--- src/rtl/pcie_sw_pwr_seq_multi_if.sv ---
// Per-channel control/status bundle of the PCIe switch power sequencer.
// slave = sequencer side, master = board/CPLD side.
interface pcie_sw_pwr_seq_multi_if #(
  parameter int NUM_CH = 2
);
  logic [NUM_CH-1:0] ch_en;
  logic [NUM_CH-1:0] rail_pg;
  logic [NUM_CH-1:0] rail_en;
  logic [NUM_CH-1:0] sys_rst;
  logic [NUM_CH-1:0] prst;
  logic [NUM_CH-1:0] fault;
  logic              all_ready;

  modport master (
    output ch_en,
    output rail_pg,
    input  rail_en,
    input  sys_rst,
    input  prst,
    input  fault,
    input  all_ready
  );

  modport slave (
    input  ch_en,
    input  rail_pg,
    output rail_en,
    output sys_rst,
    output prst,
    output fault,
    output all_ready
  );
endinterface

--- src/rtl/pcie_sw_pwr_seq_multi.sv ---
// N-channel PCIe switch rail/reset sequencer timed by the board 1 ms tick.
// Define PG_DEBOUNCE_EN to filter PG inputs over 3 agreeing tick samples.
module pcie_sw_pwr_seq_multi #(
  parameter int NUM_CH      = 2,
  parameter int RAIL_DLY_MS = 100,
  parameter int PG_TMO_MS   = 50,
  parameter int RST_LOW_MS  = 120,
  parameter int PRST_DLY_MS = 400,
  parameter int MAX_RETRY   = 3,
  parameter int CNT_W       = 16
) (
  input  logic clock,
  input  logic reset,
  input  logic tick_1ms,
  input  logic pg_1v8,
  pcie_sw_pwr_seq_multi_if.slave bus
);

  typedef enum logic [2:0] {
    S_IDLE,
    S_WAIT_1V8,
    S_RAIL_ON,
    S_RST_LOW,
    S_RST_HIGH,
    S_RUN,
    S_FAULT
  } state_t;

  logic [NUM_CH:0]   pg_raw;
  logic [NUM_CH:0]   pg_s1;
  logic [NUM_CH:0]   pg_s2;
  logic [NUM_CH:0]   pg_f;
  logic              pg_ok;
  logic [NUM_CH-1:0] en_v;
  logic [NUM_CH-1:0] rs_v;
  logic [NUM_CH-1:0] pr_v;
  logic [NUM_CH-1:0] ft_v;
  logic [NUM_CH-1:0] run_n;
  logic              all_rdy;

  assign pg_raw = {pg_1v8, bus.rail_pg};

  always_ff @(posedge clock or negedge reset) begin
    if (!reset) begin
      pg_s1 <= '0;
      pg_s2 <= '0;
    end else begin
      pg_s1 <= pg_raw;
      pg_s2 <= pg_s1;
    end
  end

`ifdef PG_DEBOUNCE_EN
  logic [NUM_CH:0][1:0] db_cnt;
  logic [NUM_CH:0]      db_q;

  // Flip only on the third consecutive disagreeing tick sample.
  always_ff @(posedge clock or negedge reset) begin
    if (!reset) begin
      db_cnt <= '0;
      db_q   <= '0;
    end else if (tick_1ms) begin
      for (int j = 0; j <= NUM_CH; j++) begin
        if (pg_s2[j] == db_q[j]) begin
          db_cnt[j] <= 2'd0;
        end else if (db_cnt[j] == 2'd2) begin
          db_q[j]   <= pg_s2[j];
          db_cnt[j] <= 2'd0;
        end else begin
          db_cnt[j] <= db_cnt[j] + 2'd1;
        end
      end
    end
  end

  assign pg_f = db_q;
`else
  assign pg_f = pg_s2;
`endif

  assign pg_ok = pg_f[NUM_CH];

  for (genvar i = 0; i < NUM_CH; i++) begin : g_ch
    state_t           st;
    state_t           st_n;
    logic [CNT_W-1:0] cnt;
    logic [CNT_W-1:0] cnt_n;
    logic [CNT_W-1:0] lim;
    logic [3:0]       rty;
    logic [3:0]       rty_n;
    logic             timed;
    logic             expired;
    logic             tear;
    logic             rpg;
    logic             en_q;
    logic             rs_q;
    logic             pr_q;
    logic             ft_q;

    assign rpg  = pg_f[i];
    assign tear = !bus.ch_en[i] || !pg_ok;

    always_comb begin
      lim   = '0;
      timed = 1'b1;
      unique case (st)
        S_WAIT_1V8: lim = CNT_W'(RAIL_DLY_MS);
        S_RAIL_ON:  lim = CNT_W'(PG_TMO_MS);
        S_RST_LOW:  lim = CNT_W'(RST_LOW_MS);
        S_RST_HIGH: lim = CNT_W'(PRST_DLY_MS);
        default:    timed = 1'b0;
      endcase
      expired = timed && (cnt >= lim);
    end

    // Tear-down is tested before timer expiry in every active state.
    always_comb begin
      st_n  = st;
      rty_n = rty;
      unique case (st)
        S_IDLE: begin
          if (bus.ch_en[i] && pg_ok) st_n = S_WAIT_1V8;
        end
        S_WAIT_1V8: begin
          if (tear)         st_n = S_IDLE;
          else if (expired) st_n = S_RAIL_ON;
        end
        S_RAIL_ON: begin
          if (tear) begin
            st_n = S_IDLE;
          end else if (rpg) begin
            st_n  = S_RST_LOW;
            rty_n = 4'd0;
          end else if (expired) begin
            if (rty < 4'(MAX_RETRY)) begin
              st_n  = S_IDLE;
              rty_n = rty + 4'd1;
            end else begin
              st_n = S_FAULT;
            end
          end
        end
        S_RST_LOW: begin
          if (tear || !rpg) st_n = S_IDLE;
          else if (expired) st_n = S_RST_HIGH;
        end
        S_RST_HIGH: begin
          if (tear || !rpg) st_n = S_IDLE;
          else if (expired) st_n = S_RUN;
        end
        S_RUN: begin
          if (tear || !rpg) st_n = S_IDLE;
        end
        S_FAULT: begin
          if (!bus.ch_en[i]) begin
            st_n  = S_IDLE;
            rty_n = 4'd0;
          end
        end
        default: st_n = S_IDLE;
      endcase

      cnt_n = cnt;
      if (st_n != st)                    cnt_n = '0;
      else if (tick_1ms && timed && !expired) cnt_n = cnt + CNT_W'(1);
    end

    always_ff @(posedge clock or negedge reset) begin
      if (!reset) begin
        st   <= S_IDLE;
        cnt  <= '0;
        rty  <= 4'd0;
        en_q <= 1'b0;
        rs_q <= 1'b0;
        pr_q <= 1'b0;
        ft_q <= 1'b0;
      end else begin
        st   <= st_n;
        cnt  <= cnt_n;
        rty  <= rty_n;
        en_q <= st_n inside {S_RAIL_ON, S_RST_LOW, S_RST_HIGH, S_RUN};
        rs_q <= st_n inside {S_RST_HIGH, S_RUN};
        pr_q <= (st_n == S_RUN);
        ft_q <= (st_n == S_FAULT);
      end
    end

    assign en_v[i]  = en_q;
    assign rs_v[i]  = rs_q;
    assign pr_v[i]  = pr_q;
    assign ft_v[i]  = ft_q;
    assign run_n[i] = (st_n == S_RUN);
  end

  always_ff @(posedge clock or negedge reset) begin
    if (!reset) all_rdy <= 1'b0;
    else        all_rdy <= (|bus.ch_en) & (&(run_n | ~bus.ch_en));
  end

  assign bus.rail_en   = en_v;
  assign bus.sys_rst   = rs_v;
  assign bus.prst      = pr_v;
  assign bus.fault     = ft_v;
  assign bus.all_ready = all_rdy;

endmodule
--- src/flat_wrapper.sv ---
// flat-port wrapper written by rule: the top's interface ports become plain ports
module pcie_sw_pwr_seq_multi_flat 
#(
  parameter int NUM_CH      = 2,
  parameter int RAIL_DLY_MS = 100,
  parameter int PG_TMO_MS   = 50,
  parameter int RST_LOW_MS  = 120,
  parameter int PRST_DLY_MS = 400,
  parameter int MAX_RETRY   = 3,
  parameter int CNT_W       = 16
)
  (clock, reset, tick_1ms, pg_1v8, bus_ch_en, bus_rail_pg, bus_rail_en, bus_sys_rst, bus_prst, bus_fault, bus_all_ready);
  pcie_sw_pwr_seq_multi_if #(.NUM_CH(NUM_CH)) bus_i ();
  input  logic clock;
  input  logic reset;
  input  logic tick_1ms;
  input  logic pg_1v8;
  input wire logic [$bits(bus_i.ch_en)-1:0] bus_ch_en;
  input wire logic [$bits(bus_i.rail_pg)-1:0] bus_rail_pg;
  output wire logic [$bits(bus_i.rail_en)-1:0] bus_rail_en;
  output wire logic [$bits(bus_i.sys_rst)-1:0] bus_sys_rst;
  output wire logic [$bits(bus_i.prst)-1:0] bus_prst;
  output wire logic [$bits(bus_i.fault)-1:0] bus_fault;
  output wire logic [$bits(bus_i.all_ready)-1:0] bus_all_ready;
  assign bus_i.ch_en = bus_ch_en;
  assign bus_i.rail_pg = bus_rail_pg;
  assign bus_rail_en = bus_i.rail_en;
  assign bus_sys_rst = bus_i.sys_rst;
  assign bus_prst = bus_i.prst;
  assign bus_fault = bus_i.fault;
  assign bus_all_ready = bus_i.all_ready;
  pcie_sw_pwr_seq_multi #(.NUM_CH(NUM_CH), .RAIL_DLY_MS(RAIL_DLY_MS), .PG_TMO_MS(PG_TMO_MS), .RST_LOW_MS(RST_LOW_MS), .PRST_DLY_MS(PRST_DLY_MS), .MAX_RETRY(MAX_RETRY), .CNT_W(CNT_W)) u_core (.clock(clock), .reset(reset), .tick_1ms(tick_1ms), .pg_1v8(pg_1v8), .bus(bus_i));
endmodule
--- config.mk ---
export PLATFORM = sky130hd
export DESIGN_NAME = pcie_sw_pwr_seq_multi_flat
export DESIGN_NICKNAME = d
export VERILOG_FILES = /design/src/rtl/pcie_sw_pwr_seq_multi_if.sv /design/src/rtl/pcie_sw_pwr_seq_multi.sv /design/src/flat_wrapper.sv
export SDC_FILE = /design/constraint.sdc
export NUM_CORES = 1
export LEC_CHECK = 0
export CAP_MARGIN = 15
export CORE_ASPECT_RATIO = 0.6
export CORE_MARGIN = 5
export CORE_UTILIZATION = 35
export CTS_CLUSTER_DIAMETER = 120
export DETAILED_ROUTE_END_ITERATION = 12
export GPL_TIMING_DRIVEN = 1
export PLACE_DENSITY_LB_ADDON = 0.1
export RECOVER_POWER = 50
export SYNTH_ARGS = -nofsm -noshare
export SYNTH_HDL_FRONTEND = slang
export SYNTH_SLANG_ARGS = --single-unit
--- constraint.sdc ---
create_clock -name clock -period 2.9 [get_ports clock]
set_clock_uncertainty 0.05 [all_clocks]
set_input_delay 0.435 -clock clock [delete_from_list [all_inputs] [get_ports clock]]
set_output_delay 0.435 -clock clock [all_outputs]
set_load 0.005 [all_outputs]
==> flow_summary.toml <==
[power]
irDropWorstVdd_mv = 0.270
p_per_area_nw_per_um2 = 455
power.total_uw = 2200
static-leakage-power_uw = 0.00216

[floorplanning]
floorplan.rows = 28
dieHeight_um = 87.2
top_level_ports = 17
floorplan.initialDensity_pct = 35.5
design.die.area_um2 = 12100
die_span_x_um = 139
core_region_area_um2 = 9770

[clock_tree]
tritoncts.num_buffers = 9
clkLatencyLatePin_ns = 0.32
cts_buffer_depth = 2
cts_tree = "built"
clock-sinks = 61
ctsRootBufferMaster = "sky130_fd_sc_hd__clkbuf_16"
clk_transition_reported_paths_ns = 0.06
htree_levels = 3

[global_route]
grt_busiest_layer = "met1"
globalRouteTotalUtil_pct = 14.4
globalRouteMet2Util_pct = 18.0
grt_max_degree = 29
global_route.usage.met3_pct = 4.72
grt_pass1_vias = 2608
antenna_violations_before_repair = 0
grt_util_met1_pct = 23.1
overflow = 0
wire_length_of_the_first_global_routing_pass_mm = 14.0

[critical_path]
setup.worst_path.class = "reg2reg"
cp-start-kind = "flop"
end_kind = "flop"
critPathMaxFanout = 8
critical_path_required_ns = 3.10
cp_data_arrival_time_ns = 3.12

[final_layout]
multi_input_area_um2 = 2160
layout-drive-gt1-share_pct = 34.3
antenna_cells = 0
layout.filler_cells = 905
area_growth_pct = 39.5
seq_area_um2 = 1530
nets = 467

[logic_synthesis]
ys_ff_latch = 61
netlist.area_leader.share_pct = 43.9
portion_of_netlist_area_occupied_by_mux_cells_pct = 1.33
post_synth_instance_area_um2 = 3470
synth_flop_cell = "sky130_fd_sc_hd__dfrtp_1"
dominant_combinational_cell_family_by_area_after_synthesis = "simple AND/OR/NAND/NOR gates"
synth.yosys.seq_area_share_pct = 43.9
synth.distinct_cells = 58
post_synthesis_instance_total = 374
async_reset_ff_share_pct = 100
post_synth.cell_area_avg_um2 = 9.29
synth.top_cells.by_area = "sky130_fd_sc_hd__dfrtp_1 (44%), sky130_fd_sc_hd__ha_1 (7.2%), sky130_fd_sc_hd__nor2_1 (5.1%), sky130_fd_sc_hd__nand2_1 (3.7%), sky130_fd_sc_hd__xnor2_1 (3.5%)"
synth-xor-area-share_pct = 4.79
net_count_after_synthesis = 402
yosys.area.top_type = "sky130_fd_sc_hd__dfrtp_1"
ys.warnings.count = 0
synthTopCellsByCount = "sky130_fd_sc_hd__dfrtp_1 (61), sky130_fd_sc_hd__nor2_1 (47), sky130_fd_sc_hd__nand2_1 (34)"
synth-simple-area-share_pct = 24.1
synth-compound-area-share_pct = 13.0
synth.most_common_cell = "sky130_fd_sc_hd__dfrtp_1"
synth_enable_flop_cells = 0
synthAdderAreaFrac_pct = 7.20

[drt]
detail_route.iter0.violations = 234
dr_vias = 2916
post_drt_via_cell_ratio = 5.04
drt_drc_violations_left = 0
antenna_left = 0
post_detailed_route_wirelength_per_cell_um = 15.5
first_pass_iters = 6
drt_wl_total_mm = 8.94

[sta]
maxSlewViolCount = 29
max_slew.worst_pin.slew_ns = 1.52
normalized_max_slew_margin_pct = -1.21
rsz_0062_raised_after_global_routing = "yes"
fin_tns_setup_ns = -0.0516
timing.final.setup_violations = 4
fmax_mhz = 343
postLayoutSetupSlackWorst_ns = -0.0163
min_period_ns = 2.92
post-route-period-util_pct = 101
timing_hold_violations_final = 0

[status]
status = "finished, violations left"
failed_checks = "capacitance limit, slew limit, setup timing"

[placed_design]
port_buffers = 16
gp_congestion = 0.801
detailed_place_hpwl_mm = 6.15

[worst_hold_path]
worst_hold_path_type = "reg2reg"

[run]
cap_viol_max_count = 1
-- cell usage in the layout, fill, tap and decap left out, drive strengths merged, types with 3 or more instances in the layout --
cell	synthesis	final
clkdlybuf4s50	0	12
nand4	5	5
and3	10	10
o211ai	3	3
and2	4	4
inv	21	20
xnor2	14	14
nor3	9	9
a21oi	19	19
nand2	35	35
clkbuf	4	17
xor2	5	5
a21o	3	3
nor2b	12	12
nand2b	10	10
nor4	6	6
o21ai	15	15
buf	16	55
ha	20	20
a31oi	7	7
or2	4	4
nand3	11	11
dfrtp	61	61
nor2	47	47
dlygate4sd3	0	3
-- per-stage QoR --
step / std cells / setup slack [ns] / hold slack, ns / utilization, % / instance area (um^2)
detailed placement: 546 / -0.0615 / 0.287 / 40.9 / 4000
global placement: 546 / -0.0312 / 0.283 / 40.9 / 4000
CTS: 562 / -0.00379 / 0.109 / 44.0 / 4300
finish: 578 / -0.0163 / 0.300 / 49.6 / 4850
global route: 578 / -0.0798 / 0.315 / 49.6 / 4850
floorplan: 374 / 0.0135 / 0.0894 / - / 3470
-- critical path, stage by stage (launching register included) --
cell                        delay (ns)
sky130_fd_sc_hd__dfrtp_1          0.43
sky130_fd_sc_hd__buf_6            0.14
sky130_fd_sc_hd__buf_6            0.11
sky130_fd_sc_hd__nor2b_4          0.11
sky130_fd_sc_hd__and2_4           0.16
sky130_fd_sc_hd__ha_4             0.19
sky130_fd_sc_hd__nand2b_1         0.06
sky130_fd_sc_hd__a21oi_1          0.06
sky130_fd_sc_hd__a211o_1          0.25
sky130_fd_sc_hd__a211oi_1         0.31
sky130_fd_sc_hd__a31oi_1          0.07
sky130_fd_sc_hd__and3b_2          0.25
sky130_fd_sc_hd__a211o_4          0.36
sky130_fd_sc_hd__clkbuf_16        0.20
sky130_fd_sc_hd__nor2_4           0.10
-- timing repair --
item / CTS / global route
setup endpoints to repair: 25 / 42
hold buffers: 0 / 0
cloned: 0 / 1
setup buffers: 1 / 15
gates resized for setup: 12 / 89
pin swaps: 1 / 9
-- sequential cells by signal (all words and copies together), names as in the netlist --
register,cells
u_core.g_ch.rs_q,2
u_core.g_ch.st,6
u_core.g_ch.ft_q,2
u_core.g_ch.en_q,2
u_core.g_ch.rty,8
u_core.g_ch.pr_q,2
u_core.bus.all_ready,1
u_core.pg_s1,3
u_core.g_ch.cnt,32
u_core.pg_f,3
-- power by group --
group | internal (uW) | switching, uW
registers | 878 | 30.3
logic | 155 | 185
clock network | 594 | 362
-- logic make-up after synthesis --
family / after synthesis
AO/OA/AOI/OAI: 67
buffers and inverters: 41
AND/OR/NAND/NOR: 162
flip-flops: 61
multiplexers: 4
adder cells (fa/ha/maj): 20
XOR/XNOR: 19
-- worst paths after layout --
kind | to | slack [ns] | start | cells after the start
min in group asynchronous | u_core.g_ch[0].cnt[11]$_DFFE_PN0P_ | 0.43 | reset | 1
min | u_core.pg_f[1]$_DFF_PN0_ | 0.30 | u_core.pg_s1[1]$_DFF_PN0_ | 0
max | u_core.g_ch[0].cnt[8]$_DFFE_PN0P_ | -0.02 | u_core.g_ch[0].st[0]$_DFF_PN0_ | 14
min reg2reg | u_core.pg_f[1]$_DFF_PN0_ | 0.30 | u_core.pg_s1[1]$_DFF_PN0_ | 0
max reg2reg | u_core.g_ch[0].cnt[8]$_DFFE_PN0P_ | -0.02 | u_core.g_ch[0].st[0]$_DFF_PN0_ | 14
max in group asynchronous | u_core.g_ch[0].st[2]$_DFF_PN0_ | 0.72 | reset | 2
-- area by class of cell --
class	count	area share, %
clock buffer	13	5.16
clock inverter	2	0.207
inverter	21	1.76
multi-input combinational	272	44.5
sequential	61	31.6
tap	135	3.48
timing repair buffer	74	13.3
-- per-layer routing --
metal  wire length [um]  up-vias
met2               3510       76
met5                  0        -
met3                441        8
li1                   -     1422
met1               4900     1410
met4                 82        0
(Power assumes the default switching activity.)
==> RTL edit: new RTL, same flow settings <==
`NUM_CH` is set to 2 in 3 places; all go to 1.
--- a/src/rtl/pcie_sw_pwr_seq_multi_if.sv
+++ b/src/rtl/pcie_sw_pwr_seq_multi_if.sv
@@ -1,7 +1,7 @@
 // Per-channel control/status bundle of the PCIe switch power sequencer.
 // slave = sequencer side, master = board/CPLD side.
 interface pcie_sw_pwr_seq_multi_if #(
-  parameter int NUM_CH = 2
+  parameter int NUM_CH = 1
 );
   logic [NUM_CH-1:0] ch_en;
   logic [NUM_CH-1:0] rail_pg;
--- a/src/rtl/pcie_sw_pwr_seq_multi.sv
+++ b/src/rtl/pcie_sw_pwr_seq_multi.sv
@@ -1,7 +1,7 @@
 // N-channel PCIe switch rail/reset sequencer timed by the board 1 ms tick.
 // Define PG_DEBOUNCE_EN to filter PG inputs over 3 agreeing tick samples.
 module pcie_sw_pwr_seq_multi #(
-  parameter int NUM_CH      = 2,
+  parameter int NUM_CH      = 1,
   parameter int RAIL_DLY_MS = 100,
   parameter int PG_TMO_MS   = 50,
   parameter int RST_LOW_MS  = 120,
--- a/src/flat_wrapper.sv
+++ b/src/flat_wrapper.sv
@@ -1,7 +1,7 @@
 // flat-port wrapper written by rule: the top's interface ports become plain ports
 module pcie_sw_pwr_seq_multi_flat 
 #(
-  parameter int NUM_CH      = 2,
+  parameter int NUM_CH      = 1,
   parameter int RAIL_DLY_MS = 100,
   parameter int PG_TMO_MS   = 50,
   parameter int RST_LOW_MS  = 120,
Interface: changed (6 resized); port bits go from 17 to 11. No check against the original RTL was run, so the function may have changed too.
==> RTL edit against the original RTL <==
The flow finishes with violations (max-capacitance violations, max-slew violations). Design area is 52% lower. Synthesized cell count is 48% lower. Setup slack better by 37 ps. Area after synthesis is 47% lower. Power is 23% lower. Routed wire length is 47% lower. Clock power is 54% lower. Sequential cell count is 29 lower. Non-clock buffer count is 43 lower. Critical path type unchanged.
==> RTL edit: results (changes against the original RTL) <==
- Outcome: finished, violations left
- Failing checks: max-capacitance violations, max-slew violations
- Dpl cells: 280 (-49%)
- Fraction of area in registers: 34.6% (+3.0 points)
- Crit Path Max Fanout: 16 (+8)
- Register area share after synthesis: 43.4% (-0.51 points)
- First-pass GRT wire length: 7850 um (-44%)
- Static Leak: 1.02 nW (-53%)
- Clock-pin slew on the worst setup and hold paths: 80 ps (+20 ps)
- Inverters: 13 (-38%)
- Seq Cell Count: 32 (-48%)
- Clock root cell: clkbuf_8
- WL met3: 308 um (-30%)
- MaxCap Viol Count: 1 (unchanged)
- Final hold slack: 301 ps (+1.38 ps)
- Biggest regs: u_core.g_ch.cnt x16, u_core.g_ch.rty x4, u_core.g_ch.st x3
- Final non-filler cell total: 292 (-49%)
- Max Slew Vio Count: 33 (+14%)
- Yosys cell types: 56 (-3.4%)
- Largest net degree at the start of global routing: 33 (+14%)
- Worst IR Drop VDD: 312 uV (+15%)
- WL met1: 2450 um (-50%)
- NonClk Buf Share: 11.1% (-2.2 points)
- Port-buffer cells: 10 (-6)
- Place WS: -100 ps (-38.5 ps)
- Vias in the first global route: 1498 (-43%)
- Area occupied by multi-input gates: 1020 um2 (-53%)
- Fraction of area in multi-input gates: 43.8% (-0.70 points)
## RTL edit: cell count changes in the layout (fill, tap and decap cells not counted), moves of 8 or more
cell / unedited run / this run
clkbuf_16: 10 / 0
xnor2_1: 14 / 4
a21oi_1: 18 / 8
buf_4: 48 / 19
dfrtp_1: 57 / 30
nand3_1: 10 / 2
nor2_4: 14 / 0
nand2_1: 31 / 14
## RTL edit: worst paths after layout
path	startpoint	endpoint
min in group asynchronous	reset	u_core.g_ch[0].cnt[0]
max in group asynchronous	reset	u_core.g_ch[0].st[2]
setup / recovery	u_core.g_ch[0].st[0]	u_core.g_ch[0].cnt[9]
setup reg to reg	u_core.g_ch[0].st[0]	u_core.g_ch[0].cnt[9]
hold / removal	u_core.pg_s1[1]	u_core.pg_f[1]
hold reg to reg	u_core.pg_s1[1]	u_core.pg_f[1]
## RTL edit: what timing repair did
action,in CTS,in global routing
setup endpoints to repair,3,10
gates resized for setup,3,11
setup buffers,0,4
cloned,0,0
pin swaps,0,10
## RTL edit: kinds of logic (layout without fill, tap and decap cells)
| family | count (synthesis) | in the layout | synth area share, % |
|---|---|---|---|
| simple gates | 76 | 76 | 21.8 |
| compound gates | 47 | 47 | 19.3 |
| flops | 32 | 32 | 43.4 |
| buf+inv | 20 | 52 | 4.14 |
| fa+ha+maj | 11 | 11 | 7.33 |
| xor+xnor | 6 | 6 | 2.85 |
| mux | 2 | 2 | 1.15 |
## RTL edit: power by group
part | switching [W] | internal (W)
logic | 0.000389 | 0.000336
registers | 0.0000339 | 0.000490
clock network | 0.000185 | 0.000254
## RTL edit: critical path, stage by stage (launching register included)
cell and delay, ps:
dfrtp_2 460, or3b_4 450, a21boi_2 170, ha_1 170, and4_1 150, o31ai_1 350
buf_4 190, o21a_1 110, a32o_1 190, nand4_1 90, buf_4 210, o21ba_1 220
